[src/rtl/ber_sweep_ctrl.sv]
// BER sweep controller: accumulates per-lane frame results for one SNR point,
// closes the point on an error-frame or frame limit, reports it and steps the SNR index.
module ber_sweep_ctrl #(
    parameter int LANE_NUM       = 4,
    parameter int ERR_BIT_W      = 13,
    parameter int ERR_FRAME_HALT = 100,
    parameter int MAX_FRAMES     = 1000000,
    parameter int FRAME_CNT_W    = 32,
    parameter int ACC_W          = 48,
    parameter int SNR_SET_NUM    = 8,
    parameter int START_SNR      = 0,
    parameter int SNR_ADDR_W     = $clog2(START_SNR + SNR_SET_NUM)
) (
    input  logic                          read_clk,
    input  logic                          rst,
    input  logic                          start,
    input  logic [LANE_NUM-1:0]           frame_valid,
    input  logic [LANE_NUM*ERR_BIT_W-1:0] frame_err_bits,
    output logic                          frame_ready,
    output logic [SNR_ADDR_W-1:0]         snr_packet,
    output logic                          snr_update,
    output logic                          report_valid,
    input  logic                          report_ready,
    output logic [SNR_ADDR_W-1:0]         report_snr,
    output logic [FRAME_CNT_W-1:0]        report_frames,
    output logic [FRAME_CNT_W-1:0]        report_err_frames,
    output logic [ACC_W-1:0]              report_err_bits,
    output logic                          busy,
    output logic                          done
);

    localparam int LCNT_W   = $clog2(LANE_NUM + 1);
    localparam int SUM_W    = ERR_BIT_W + $clog2(LANE_NUM + 1);
    localparam int CNT_EXT  = FRAME_CNT_W + 1;
    localparam int ACC_EXT  = ((ACC_W > SUM_W) ? ACC_W : SUM_W) + 1;
    localparam int LAST_SNR = START_SNR + SNR_SET_NUM - 1;
    localparam logic [ACC_W-1:0] ACC_MAX = '1;

    typedef enum logic [2:0] {
        S_IDLE,
        S_RUN,
        S_REPORT,
        S_NEXT,
        S_DONE
    } state_t;

    state_t state;
    state_t state_nxt;

    logic [FRAME_CNT_W-1:0] frames;
    logic [FRAME_CNT_W-1:0] err_frames;
    logic [ACC_W-1:0]       err_bits;

    logic [LCNT_W-1:0]      lane_frames;
    logic [LCNT_W-1:0]      lane_err_frames;
    logic [SUM_W-1:0]       lane_sum;
    logic [ERR_BIT_W-1:0]   lane_bits;

    logic [CNT_EXT-1:0]     frames_sum;
    logic [CNT_EXT-1:0]     err_frames_sum;
    logic [ACC_EXT-1:0]     acc_sum;
    logic [FRAME_CNT_W-1:0] frames_nxt;
    logic [FRAME_CNT_W-1:0] err_frames_nxt;
    logic [ACC_W-1:0]       err_bits_nxt;

    logic halt;
    logic last_snr;

    // Per-cycle contribution of all accepted lanes, summed in one combinational tree.
    always_comb begin
        lane_frames     = '0;
        lane_err_frames = '0;
        lane_sum        = '0;
        lane_bits       = '0;
        for (int i = 0; i < LANE_NUM; i++) begin
            lane_bits = frame_err_bits[i*ERR_BIT_W +: ERR_BIT_W];
            if (frame_valid[i] && frame_ready) begin
                lane_frames = lane_frames + LCNT_W'(1);
                if (lane_bits != '0) begin
                    lane_err_frames = lane_err_frames + LCNT_W'(1);
                end
                lane_sum = lane_sum + SUM_W'(lane_bits);
            end
        end
    end

    // Saturating updates: one extra headroom bit flags overflow.
    always_comb begin
        frames_sum     = CNT_EXT'(frames) + CNT_EXT'(lane_frames);
        err_frames_sum = CNT_EXT'(err_frames) + CNT_EXT'(lane_err_frames);
        acc_sum        = ACC_EXT'(err_bits) + ACC_EXT'(lane_sum);
        frames_nxt     = frames_sum[FRAME_CNT_W] ? '1 : frames_sum[FRAME_CNT_W-1:0];
        err_frames_nxt = err_frames_sum[FRAME_CNT_W] ? '1 : err_frames_sum[FRAME_CNT_W-1:0];
        err_bits_nxt   = (acc_sum > ACC_EXT'(ACC_MAX)) ? '1 : acc_sum[ACC_W-1:0];
        halt           = (err_frames_nxt >= FRAME_CNT_W'(ERR_FRAME_HALT)) ||
                         (frames_nxt >= FRAME_CNT_W'(MAX_FRAMES));
        last_snr       = (snr_packet == SNR_ADDR_W'(LAST_SNR));
    end

    always_ff @(posedge read_clk) begin
        if (rst) begin
            state <= S_IDLE;
        end else begin
            state <= state_nxt;
        end
    end

    always_comb begin
        state_nxt   = state;
        frame_ready = 1'b0;
        busy        = 1'b1;
        done        = 1'b0;
        case (state)
            S_IDLE: begin
                busy = 1'b0;
                if (start) begin
                    state_nxt = S_RUN;
                end
            end
            S_RUN: begin
                frame_ready = 1'b1;
                if (halt) begin
                    state_nxt = S_REPORT;
                end
            end
            S_REPORT: begin
                if (report_ready) begin
                    state_nxt = last_snr ? S_DONE : S_NEXT;
                end
            end
            S_NEXT: begin
                state_nxt = S_RUN;
            end
            S_DONE: begin
                busy = 1'b0;
                done = 1'b1;
                if (start) begin
                    state_nxt = S_RUN;
                end
            end
            default: begin
                state_nxt = S_IDLE;
            end
        endcase
    end

    // Report fields are captured from the updated counters on the edge that closes the point.
    always_ff @(posedge read_clk) begin
        if (rst) begin
            frames            <= '0;
            err_frames        <= '0;
            err_bits          <= '0;
            snr_packet        <= SNR_ADDR_W'(START_SNR);
            snr_update        <= 1'b0;
            report_valid      <= 1'b0;
            report_snr        <= '0;
            report_frames     <= '0;
            report_err_frames <= '0;
            report_err_bits   <= '0;
        end else begin
            snr_update <= 1'b0;
            case (state)
                S_IDLE: begin
                    if (start) begin
                        frames     <= '0;
                        err_frames <= '0;
                        err_bits   <= '0;
                    end
                end
                S_RUN: begin
                    frames     <= frames_nxt;
                    err_frames <= err_frames_nxt;
                    err_bits   <= err_bits_nxt;
                    if (halt) begin
                        report_valid      <= 1'b1;
                        report_snr        <= snr_packet;
                        report_frames     <= frames_nxt;
                        report_err_frames <= err_frames_nxt;
                        report_err_bits   <= err_bits_nxt;
                    end
                end
                S_REPORT: begin
                    if (report_ready) begin
                        report_valid <= 1'b0;
                        if (!last_snr) begin
                            snr_packet <= snr_packet + SNR_ADDR_W'(1);
                            snr_update <= 1'b1;
                        end
                    end
                end
                S_NEXT: begin
                    frames     <= '0;
                    err_frames <= '0;
                    err_bits   <= '0;
                end
                S_DONE: begin
                    if (start) begin
                        frames     <= '0;
                        err_frames <= '0;
                        err_bits   <= '0;
                        snr_packet <= SNR_ADDR_W'(START_SNR);
                        snr_update <= 1'b1;
                    end
                end
                default: begin
                    report_valid <= 1'b0;
                end
            endcase
        end
    end

endmodule

[config.mk]
export PLATFORM = sky130hd
export DESIGN_NAME = ber_sweep_ctrl
export DESIGN_NICKNAME = d
export VERILOG_FILES = /design/src/rtl/ber_sweep_ctrl.sv
export SDC_FILE = /design/constraint.sdc
export NUM_CORES = 1
export LEC_CHECK = 0
export ABC_AREA = 0
export CAP_MARGIN = 20
export CORE_ASPECT_RATIO = 0.75
export CORE_MARGIN = 2
export CORE_UTILIZATION = 50
export CTS_BUF_LIST = sky130_fd_sc_hd__clkbuf_4 sky130_fd_sc_hd__clkbuf_8 sky130_fd_sc_hd__clkbuf_16
export DETAILED_ROUTE_END_ITERATION = 8
export HOLD_SLACK_MARGIN = 0.03
export PLACE_DENSITY_LB_ADDON = 0.25
export RECOVER_POWER = 25
export SYNTH_ARGS = -nofsm -noshare
export SYNTH_HDL_FRONTEND = slang
export SYNTH_SLANG_ARGS = --single-unit
[constraint.sdc]
create_clock -name read_clk -period 24.8 [get_ports read_clk]
set_clock_uncertainty 0.15 [all_clocks]
set_input_delay 4.96 -clock read_clk [delete_from_list [all_inputs] [get_ports read_clk]]
set_output_delay 4.96 -clock read_clk [all_outputs]
set_load 0.02 [all_outputs]
==> metrics.md <==
| Metric | Value |
|---|---|
| Startpoint types | `input pin` |
| Peak VDD IR | `0.0000437 V` |
| Number of enable flip-flop cells after synthesis | `0` |
| Commonest non-fill, non-tap cell in the layout | `nand2_1` |
| Via Count | `15300` |
| Slew @ Worst Pin | `4290 ps` |
| Mapped Cells | `2029` |
| CTS tree | `built` |
| Number of max-cap violations | `2` |
| Worst path max stage delay | `790 ps` |
| Final TNS setup | `0 ps` |
| CTS Buf Count | `26` |
| Main flop type after synthesis | `dfxtp_1` |
| Worst Hold Class | `flop to flop` |
| Adder-cell share of the synthesized area | `0.0641` |
| Clock Pin Slew Worst Setup and Hold Paths | `60 ps` |
| Dpl cell area | `17200 sq um` |
| HPWL after DPL | `32.7 mm` |
| 1st-iter DRT viols | `1448` |
| Drt first pass iters | `5` |
| FILL cells | `2727` |
| Final Cell Area | `18100 sq um` |
| Drt drc | `0` |
| Worst R2R Path Depth | `39` |
| Maximum clock insertion buffer count | `3` |
| Cts repair resizes | `0` |
| RePlAce Congestion | `0.929` |
| Net Count, Synth | `2164` |
| Clk Latency, worst-skew pair | `550 ps` |
| Leakage | `6.78 nW` |
| Cell mode on critical path | `o21ai_0` |
| First-pass GRT wire length | `74.1 mm` |
| Slew Viols, Final | `158` |
| Overflow after GRT | `0` |
| Layout net count | `2246` |
| Initial antenna violation count | `1` |
| Reg-to-Reg Start | `state[2]` |
| Die Height | `156 microns` |
| Commonest cells after routing, fill and taps aside | `nand2_1, dfxtp_1, nor2_1` |
| CP Capture Type | `flop` |
| Post-DRT Antenna Nets | `0` |
| Setup Fix Bufs, Post-CTS | `0` |
| Post-synthesis mux area share | `0.0184` |
| CTS Sinks | `235` |
| Compound-Gate Fraction of Synth Area | `0.245` |
| RR Endpoint | `err_bits[4]` |
| CP Max Fanout | `19` |
| Synth-to-layout area growth | `17.9%` |
| Final setup viols | `0` |
| Vias in the first global route | `14000` |
| Port Buffers | `182` |
| # diodes | `0` |
| Ys async rst share | `0` |
| Wirelength per Cell | `18.4 microns` |
| H-tree depth | `1` |
| DIE WIDTH | `206 microns` |
| Yosys Warn Count | `0` |
| Synthesized cell area | `15300 sq um` |
| Core Area | `30200 sq um` |
| Seq cells post-synth | `235` |
| Crit path from | `frame_valid[0]` |
| Synth Area in XOR/XNOR | `0.0651` |
| Proportion of layout cells with a drive suffix above 1 | `0.0592` |
| Final wirelength | `46.5 mm` |
| Crit path to | `err_bits[4]` |
| Area occupied by multi-input gates | `9890 sq um` |
| Failing checks | `max-capacitance violations, max-slew violations` |
| Final min period | `14340 ps` |
| DIE AREA | `32100 sq um` |
| CP Data Arrival Time | `14460 ps` |
| Final count of hold timing violations | `0` |
| Largest family of logic cells by synthesized area | `simple AND/OR/NAND/NOR gates` |
| Mean post-synth cell area | `7.56 sq um` |
| Largest net degree at the start of global routing | `91` |
| Required time worst endpoint | `24920 ps` |
| Clock root buffer | `clkbuf_16` |
| Power Density | `50.9 nW/um^2` |
| Simple-Gate Fraction of Synth Area | `0.250` |
| Cts hold-fix bufs | `0` |
| Register area | `4700 sq um` |
| Fmax | `0.0697 GHz` |
| I/O pin count | `183` |
| Row Count | `55` |
| Slew HR | `-1.86` |
| DR vias/cell | `6.05` |
| Period utilisation layout | `0.578` |
| RSZ-0062 raised after global routing | `no` |
| Sequential share of the synthesized area | `0.307` |
| Tot GR Track Use | `0.284` |
| Flop-to-flop setup slack | `15080 ps` |
| Outcome | `finished with violations` |
| Crit-path slowest cell | `or2_0` |
| Distinct cells, synth | `79` |
| Critical path class | `input pin to flop` |
| Initial Utilization | `0.508` |
-- per-layer routing --
layer | share of wire | up-vias | global-route usage
met5 | 0.00028 | - | 0
met4 | 0.023 | 2 | 0.0816
met3 | 0.079 | 74 | 0.0493
met2 | 0.42 | 606 | 0.421
met1 | 0.47 | 7138 | 0.419
li1 | - | 7456 | -
-- cells by family (layout without fill, tap and decap cells) --
logic type | after synthesis | after routing
muxes | 26 | 26
adders and majority gates | 75 | 75
AOI/OAI and AO/OA | 588 | 588
buffers and inverters | 179 | 278
DFF | 235 | 235
and+or+nand+nor | 812 | 812
xor gates and xnor gates | 114 | 114
-- where the power goes --
part / switching (mW) / internal (mW)
sequential: 0.00137 / 0.379
clock: 0.162 / 0.247
combinational: 0.0802 / 0.0506
total: 0.243 / 0.677
-- through the flow --
| stage | hold slack, ps | utilization | worst slack (ps) | total power, mW | instances |
|---|---|---|---|---|---|
| after floorplan | 286 | - | 12220 | 0.478 | 2029 |
| after global placement | 288 | 0.568 | 10460 | 0.514 | 2479 |
| after detailed placement | 296 | 0.568 | 10210 | 0.516 | 2481 |
| after CTS | 306 | 0.598 | 10710 | 0.923 | 2526 |
| after global routing | 319 | 0.599 | 9660 | 0.953 | 2527 |
| final | 300 | 0.599 | 10460 | 0.921 | 2527 |
-- Yosys cell counts, types with 13 or more instances --
library cell / count / share of area
a21oi_1: 190 / 0.062
o21a_1: 15 / 0.0073
nor2_1: 233 / 0.057
or3_1: 13 / 0.0053
nor4_1: 25 / 0.010
ha_1: 69 / 0.056
dfxtp_1: 235 / 0.31
clkbuf_1: 113 / 0.028
nand2b_1: 16 / 0.0065
a31oi_1: 20 / 0.0082
a22oi_1: 44 / 0.022
a22o_1: 13 / 0.0074
o21ai_0: 155 / 0.051
nand4_1: 32 / 0.013
mux2_2: 18 / 0.013
nand2_1: 242 / 0.059
a211oi_1: 22 / 0.011
inv_1: 32 / 0.0078
nand3_1: 65 / 0.021
a21o_1: 26 / 0.013
xor2_1: 47 / 0.027
and3_1: 25 / 0.010
and2_1: 28 / 0.011
xnor2_1: 67 / 0.038
nor3_1: 71 / 0.023
-- area by class of cell --
class	instances	share of cell area
timing repair buffer	199	0.108
clock buffer	35	0.0424
multi-input combinational	1615	0.547
sequential	235	0.260
inverter	34	0.00713
clock inverter	10	0.00733
tap	399	0.0276
-- state kept, by name, summed over array words and instances, names as in the netlist --
signal and cells:
err_bits 48, err_frames 32, frames 32, report_err_bits 48, report_err_frames 32, report_frames 32, report_snr 3, report_valid 1
snr_packet 3, snr_update 1, state 3
-- critical path: cells and delay by family --
family / cells / cell delay (ps)
fa+ha+maj: 5 / 1510
xor+xnor: 5 / 970
simple gates: 12 / 2680
buf+inv: 3 / 1190
compound gates: 15 / 3080
-- how the worst min path moves through the flow --
stage | start | to | cells after the start
4_1_cts | report_err_frames[30] | report_err_frames[30] | 2
6_report | report_err_frames[14] | report_err_frames[14] | 1
3_3_place_gp | report_err_frames[11] | report_err_frames[11] | 1
2_1_floorplan | err_frames[0] | err_frames[0] | 2
5_1_grt | report_err_frames[18] | report_err_frames[18] | 1
3_5_place_dp | report_err_frames[14] | report_err_frames[14] | 1
No activity file was read; power rests on OpenSTA's default activity.
